[config.mk]
export PLATFORM = sky130hd
export DESIGN_NAME = fetch_sequencer
export DESIGN_NICKNAME = d
export VERILOG_FILES = /design/src/rtl/fetch_sequencer_pkg.sv /design/src/rtl/fetch_sequencer_group_trim.sv /design/src/rtl/fetch_sequencer.sv
export SDC_FILE = /design/constraint.sdc
export NUM_CORES = 1
export LEC_CHECK = 0
export ABC_CLOCK_PERIOD_IN_PS = 2200
export BUFFER_PORTS_ARGS = -buffer_cell sky130_fd_sc_hd__clkbuf_2
export CORE_MARGIN = 3
export CORE_UTILIZATION = 45
export DETAILED_ROUTE_END_ITERATION = 12
export PLACE_DENSITY_LB_ADDON = 0.1
export SLEW_MARGIN = 30
export SYNTH_ARGS = -nofsm -noshare
export SYNTH_HDL_FRONTEND = slang
export SYNTH_SLANG_ARGS = --single-unit
[constraint.sdc]
create_clock -name clk_i -period 2.2 [get_ports clk_i]
set_input_delay 0.22 -clock clk_i [delete_from_list [all_inputs] [get_ports clk_i]]
set_output_delay 0.22 -clock clk_i [all_outputs]
set_load 0.02 [all_outputs]
[src/rtl/fetch_sequencer_pkg.sv]
// Shared types and defaults for the fetch sequencer and its group trimmer.
package fetch_sequencer_pkg;

  localparam int unsigned AddrWDef     = 32;
  localparam int unsigned InstWDef     = 32;
  localparam int unsigned IssueDef     = 4;
  localparam int unsigned InstBytesDef = 4;

  typedef enum logic [2:0] {
    StIdle,
    StFetch,
    StValid,
    StFlush,
    StHalt
  } fetch_state_e;

  // Width of a count that ranges 0..issue inclusive.
  function automatic int unsigned count_width(int unsigned issue);
    return $clog2(issue + 1);
  endfunction

endpackage

[src/rtl/fetch_sequencer_group_trim.sv]
// Combinational trimmer: counts leading nonzero words of a fetch group and zeroes
// every word from the first all-zero word onwards.
module fetch_sequencer_group_trim
  import fetch_sequencer_pkg::*;
#(
  parameter int unsigned InstW = InstWDef,
  parameter int unsigned Issue = IssueDef,
  localparam int unsigned CntW = count_width(Issue)
) (
  input  logic [Issue*InstW-1:0] data_i,
  output logic [Issue*InstW-1:0] words_o,
  output logic [CntW-1:0]        count_o
);

  logic alive;

  // Walk words in address order; the first zero word ends the group.
  always_comb begin
    alive   = 1'b1;
    count_o = '0;
    words_o = '0;
    for (int i = 0; i < int'(Issue); i++) begin
      if (alive && (data_i[i*InstW +: InstW] != '0)) begin
        words_o[i*InstW +: InstW] = data_i[i*InstW +: InstW];
        count_o                   = count_o + CntW'(1);
      end else begin
        alive = 1'b0;
      end
    end
  end

endmodule

[src/rtl/fetch_sequencer.sv]
// Fetch sequencer: holds the fetch PC, requests one group per fetch from the
// instruction cache, trims it and hands it to decode. Redirects override all.
module fetch_sequencer
  import fetch_sequencer_pkg::*;
#(
  parameter int unsigned    AddrW     = AddrWDef,
  parameter int unsigned    InstW     = InstWDef,
  parameter int unsigned    Issue     = IssueDef,
  parameter int unsigned    InstBytes = InstBytesDef,
  parameter logic [AddrW-1:0] ResetPc = '0,
  localparam int unsigned   CntW      = count_width(Issue)
) (
  input  logic                   clk_i,
  input  logic                   rst_ni,
  output logic                   ic_req_o,
  output logic [AddrW-1:0]       ic_addr_o,
  input  logic                   ic_ack_i,
  input  logic [Issue*InstW-1:0] ic_data_i,
  output logic                   dec_valid_o,
  input  logic                   dec_ready_i,
  output logic [AddrW-1:0]       dec_pc_o,
  output logic [Issue*InstW-1:0] dec_insts_o,
  output logic [CntW-1:0]        dec_count_o,
  input  logic                   redirect_valid_i,
  input  logic [AddrW-1:0]       redirect_pc_i,
  output logic                   halted_o
);

  fetch_state_e           state_q;
  logic [AddrW-1:0]       pc_q;
  logic                   ic_req_q;
  logic [AddrW-1:0]       ic_addr_q;
  logic                   dec_valid_q;
  logic [AddrW-1:0]       dec_pc_q;
  logic [Issue*InstW-1:0] dec_insts_q;
  logic [CntW-1:0]        dec_count_q;
  logic                   halted_q;

  logic [Issue*InstW-1:0] trim_words;
  logic [CntW-1:0]        trim_count;
  logic [AddrW-1:0]       pc_next;

  fetch_sequencer_group_trim #(
    .InstW (InstW),
    .Issue (Issue)
  ) u_group_trim (
    .data_i  (ic_data_i),
    .words_o (trim_words),
    .count_o (trim_count)
  );

  // Sequential PC after the accepted group; wraps modulo 2^AddrW.
  assign pc_next = pc_q + AddrW'(dec_count_q) * AddrW'(InstBytes);

  // Single state machine; every output is a register updated here.
  always_ff @(posedge clk_i or negedge rst_ni) begin
    if (!rst_ni) begin
      state_q     <= StIdle;
      pc_q        <= ResetPc;
      ic_req_q    <= 1'b0;
      ic_addr_q   <= ResetPc;
      dec_valid_q <= 1'b0;
      dec_pc_q    <= '0;
      dec_insts_q <= '0;
      dec_count_q <= '0;
      halted_q    <= 1'b0;
    end else if (redirect_valid_i) begin
      pc_q        <= redirect_pc_i;
      dec_valid_q <= 1'b0;
      halted_q    <= 1'b0;
      // An unacknowledged request must finish before the address may change.
      if ((state_q == StFetch || state_q == StFlush) && !ic_ack_i) begin
        state_q <= StFlush;
      end else begin
        state_q   <= StFetch;
        ic_req_q  <= 1'b1;
        ic_addr_q <= redirect_pc_i;
      end
    end else begin
      unique case (state_q)
        StIdle: begin
          state_q   <= StFetch;
          ic_req_q  <= 1'b1;
          ic_addr_q <= pc_q;
        end
        StFetch: begin
          if (ic_ack_i) begin
            ic_req_q <= 1'b0;
            if (trim_count != '0) begin
              state_q     <= StValid;
              dec_valid_q <= 1'b1;
              dec_pc_q    <= pc_q;
              dec_insts_q <= trim_words;
              dec_count_q <= trim_count;
            end else begin
              state_q  <= StHalt;
              halted_q <= 1'b1;
            end
          end
        end
        StValid: begin
          if (dec_ready_i) begin
            state_q     <= StFetch;
            dec_valid_q <= 1'b0;
            pc_q        <= pc_next;
            ic_req_q    <= 1'b1;
            ic_addr_q   <= pc_next;
          end
        end
        StFlush: begin
          // Abandoned data is dropped; reissue at the latched redirect target.
          if (ic_ack_i) begin
            state_q   <= StFetch;
            ic_req_q  <= 1'b1;
            ic_addr_q <= pc_q;
          end
        end
        StHalt: begin
          ic_req_q <= 1'b0;
        end
        default: begin
          state_q <= StIdle;
        end
      endcase
    end
  end

  assign ic_req_o    = ic_req_q;
  assign ic_addr_o   = ic_addr_q;
  assign dec_valid_o = dec_valid_q;
  assign dec_pc_o    = dec_pc_q;
  assign dec_insts_o = dec_insts_q;
  assign dec_count_o = dec_count_q;
  assign halted_o    = halted_q;

endmodule

==> flow_summary.yaml <==
outcome:
  outcome: "complete, no violations"
clock_tree:
  cts-htree-levels: 1
  clock_path_buffers: 3
  clkSinkCount: 233
  cts_tree: "yes"
  clk_pin_slew_ns: 0.06
  clk-insertion-delay-late_ns: 0.54
  numCtsBuffers: 26
  cts_root_buf: "clkbuf_16"
detailed_routing:
  ant_nets: 0
  dr_wl_met2_um: 18200
  first_pass_iters: 5
  m1WireLength_um: 15200
  routed.top_layer: "met5"
  drcViolationCount: 0
  num_vias: 11100
  post_drt_wl_per_cell_um: 17.9
  vias_per_cell: 5.26
  first_iter_violations: 649
  wirelength_um: 37700
  wl_met3_um: 2700
yosys:
  synth_largest_area_cell: "dfrtp_1"
  syn_avg_cell_area_um2: 9.04
  netlist_instances: 1233
  ys_ff_latch: 233
  yosysMostFrequentCell: "nand2_1"
  synth_flop_cell: "dfrtp_1"
  synthTopCellsByArea: "dfrtp_1 52%, nand2_1 15%, o21ai_2 2.4%"
  synth.top_cell.area_share: 0.523
  syn_area_um2: 11100
  synth_commonest_cells: "459 x nand2_1, 233 x dfrtp_1, 47 x o21ai_1"
  synth_edf_count: 0
  synth_cell_types: 70
  syn-num-nets: 1403
  synth_warnings: 0
  yosysSeqAreaShare: 0.523
  async_flop_share: 1.00
worst_setup_path:
  reg2reg_from: "pc_q[4]"
  reg2reg_slack_ns: 0.07
  path_class: "primary input to register"
  worstPathMaxFanout: 3
  crit_arrival_ns: 2.61
  worstSetupEndpointType: "register"
  startpoint: "ic_data_i[39]"
  required_ns: 2.62
  reg2reg_depth: 7
  cp-start-kind: "primary input"
floorplanning:
  start_util: 0.467
  coreArea_um2: 23900
  die-area_um2: 26700
  fp.dieW_um: 163
  rows: 56
  dieHeight_um: 163
  ios: 363
placed_design:
  hpwl_um: 25900
  place.gp.congestion: 0.885
  portBuffers: 362
timing:
  holdWs_ns: 0.0303
  clock_skew_ns: 0.0179
  layout_min_cycle_time_ns: 2.19
  worst_slew_pin_slew_ns: 0.592
  setup_viol: 0
  rsz0062_at_grt: "true"
  max_freq_mhz: 456
  slew_headroom: 0.602
  period_share: 0.996
  maxSlewViolCount: 0
  hold_viol: 0
run:
  maxCapViolations: 0
hold_path:
  holdCritPathClass: "primary input to register"
  hp-start: "redirect_pc_i[2]"
  hold_path_depth: 3
final_layout:
  final_nets: 1940
  fillers: 1947
  multi_input_area_um2: 4930
  syn_to_final_growth_pct: 45.6
  drive_gt1_frac: 0.316
  regArea_um2: 5830
grt:
  overflow: 0
  grt_usage: 0.278
  grt_pass1_vias: 11400
  grt_pass1_wl_um: 59500
  antenna_found_initial: 2
  grt_max_degree: 67
power:
  powerDensity_nw_per_um2: 916
  p_leak_nw: 7.95
  power_mw: 14.9
  vdd_drop_max_mv: 0.607
## cell type report
type                            instances  area share
Clock inverter                         12     0.00948
Timing Repair Buffer                  594       0.255
Multi-Input combinational cell        906       0.304
Clock buffer                           35      0.0452
Sequential cell                       233       0.359
Tap cell                              319      0.0246
Antenna cell                            1    0.000154
Inverter                                9     0.00208
## layer usage
metal	GRT usage	vias to the layer above
met5	0	-
li1	-	5253
met2	0.469	442
met1	0.353	5293
met3	0.0563	106
met4	0.112	2
## kinds of logic (layout without fill, tap and decap cells)
logic type      Yosys count  after routing  synth area share
xor+xnor                 43             43            0.0338
fa+ha+maj                 5              5           0.00628
compound gates          182            182             0.107
other cells               0              1                 0
buf+inv                  94            650            0.0444
mux                      17             17            0.0169
flops                   233            233             0.523
simple gates            659            659             0.269
## final timing paths
kind,endpoint
worst max-delay path,dec_count_o[1]
worst min-delay path,pc_q[2]
min in group asynchronous,dec_insts_o[9]
worst max register to register,pc_q[21]
max in group asynchronous,dec_insts_o[116]
worst min register to register,dec_pc_o[0]
## power by group
group          total (mW)  internal [mW]  switching [mW]
Combinational        4.52           1.64            2.89
Clock                4.49           2.70            1.80
Sequential           5.85           5.25           0.600
## what timing repair did
action                                  in CTS  in global routing
hold buffers                               158                  0
resized for setup                            0                 15
endpoints found under the setup margin       0                 19
endpoints found under the hold margin      262                  0
setup buffers                                0                  1
## metrics by stage
stage / TNS (ns) / area (µm²) / utilization / instances / setup slack, ns
2_1_floorplan: 0 / 11200 / - / 1233 / 0.0236
3_3_place_gp: -0.220 / 13700 / 0.573 / 1903 / -0.220
3_5_place_dp: -0.200 / 13700 / 0.573 / 1903 / -0.200
4_1_cts: 0 / 16200 / 0.676 / 2108 / 0.00214
5_1_grt: -0.148 / 16200 / 0.679 / 2109 / -0.110
6_report: 0 / 16200 / 0.679 / 2109 / 0.00868
## state kept, by name, indices dropped and copies added, names as in the netlist
signal and count:
dec_pc_o 32, dec_count_o 3, dec_insts_o 128, ic_addr_o 32, halted_o 1, dec_valid_o 1, state_q 3, ic_req_o 1
pc_q 32
## critical path: stages
cell and delay (ns):
dlygate4sd3_1 0.56, clkbuf_2 0.14, nor4_2 0.25, nand4_1 0.21
or2_4 0.31, a21oi_1 0.15, ha_1 0.28, o41ai_4 0.38
o21ai_0 0.11
## layout by cell type (no fill, tap or decap), drive strengths merged, types with 6 or more instances in the layout
| master | Yosys | final |
|---|---|---|
| o31ai | 9 | 9 |
| nor4 | 45 | 45 |
| dfrtp | 233 | 233 |
| dlygate4sd3 | 0 | 158 |
| nand2 | 459 | 459 |
| xnor2 | 22 | 22 |
| and3 | 6 | 6 |
| nand3 | 23 | 23 |
| inv | 9 | 9 |
| and2 | 6 | 6 |
| or3 | 7 | 7 |
| buf | 50 | 75 |
| nand4 | 30 | 30 |
| clkinv | 0 | 6 |
| o21ai | 97 | 97 |
| mux2 | 15 | 15 |
| clkbuf | 35 | 396 |
| nor2 | 46 | 46 |
| xor2 | 21 | 21 |
| a21oi | 30 | 30 |
| nor3 | 17 | 17 |
Note: power is estimated with default switching activity, not from simulation.
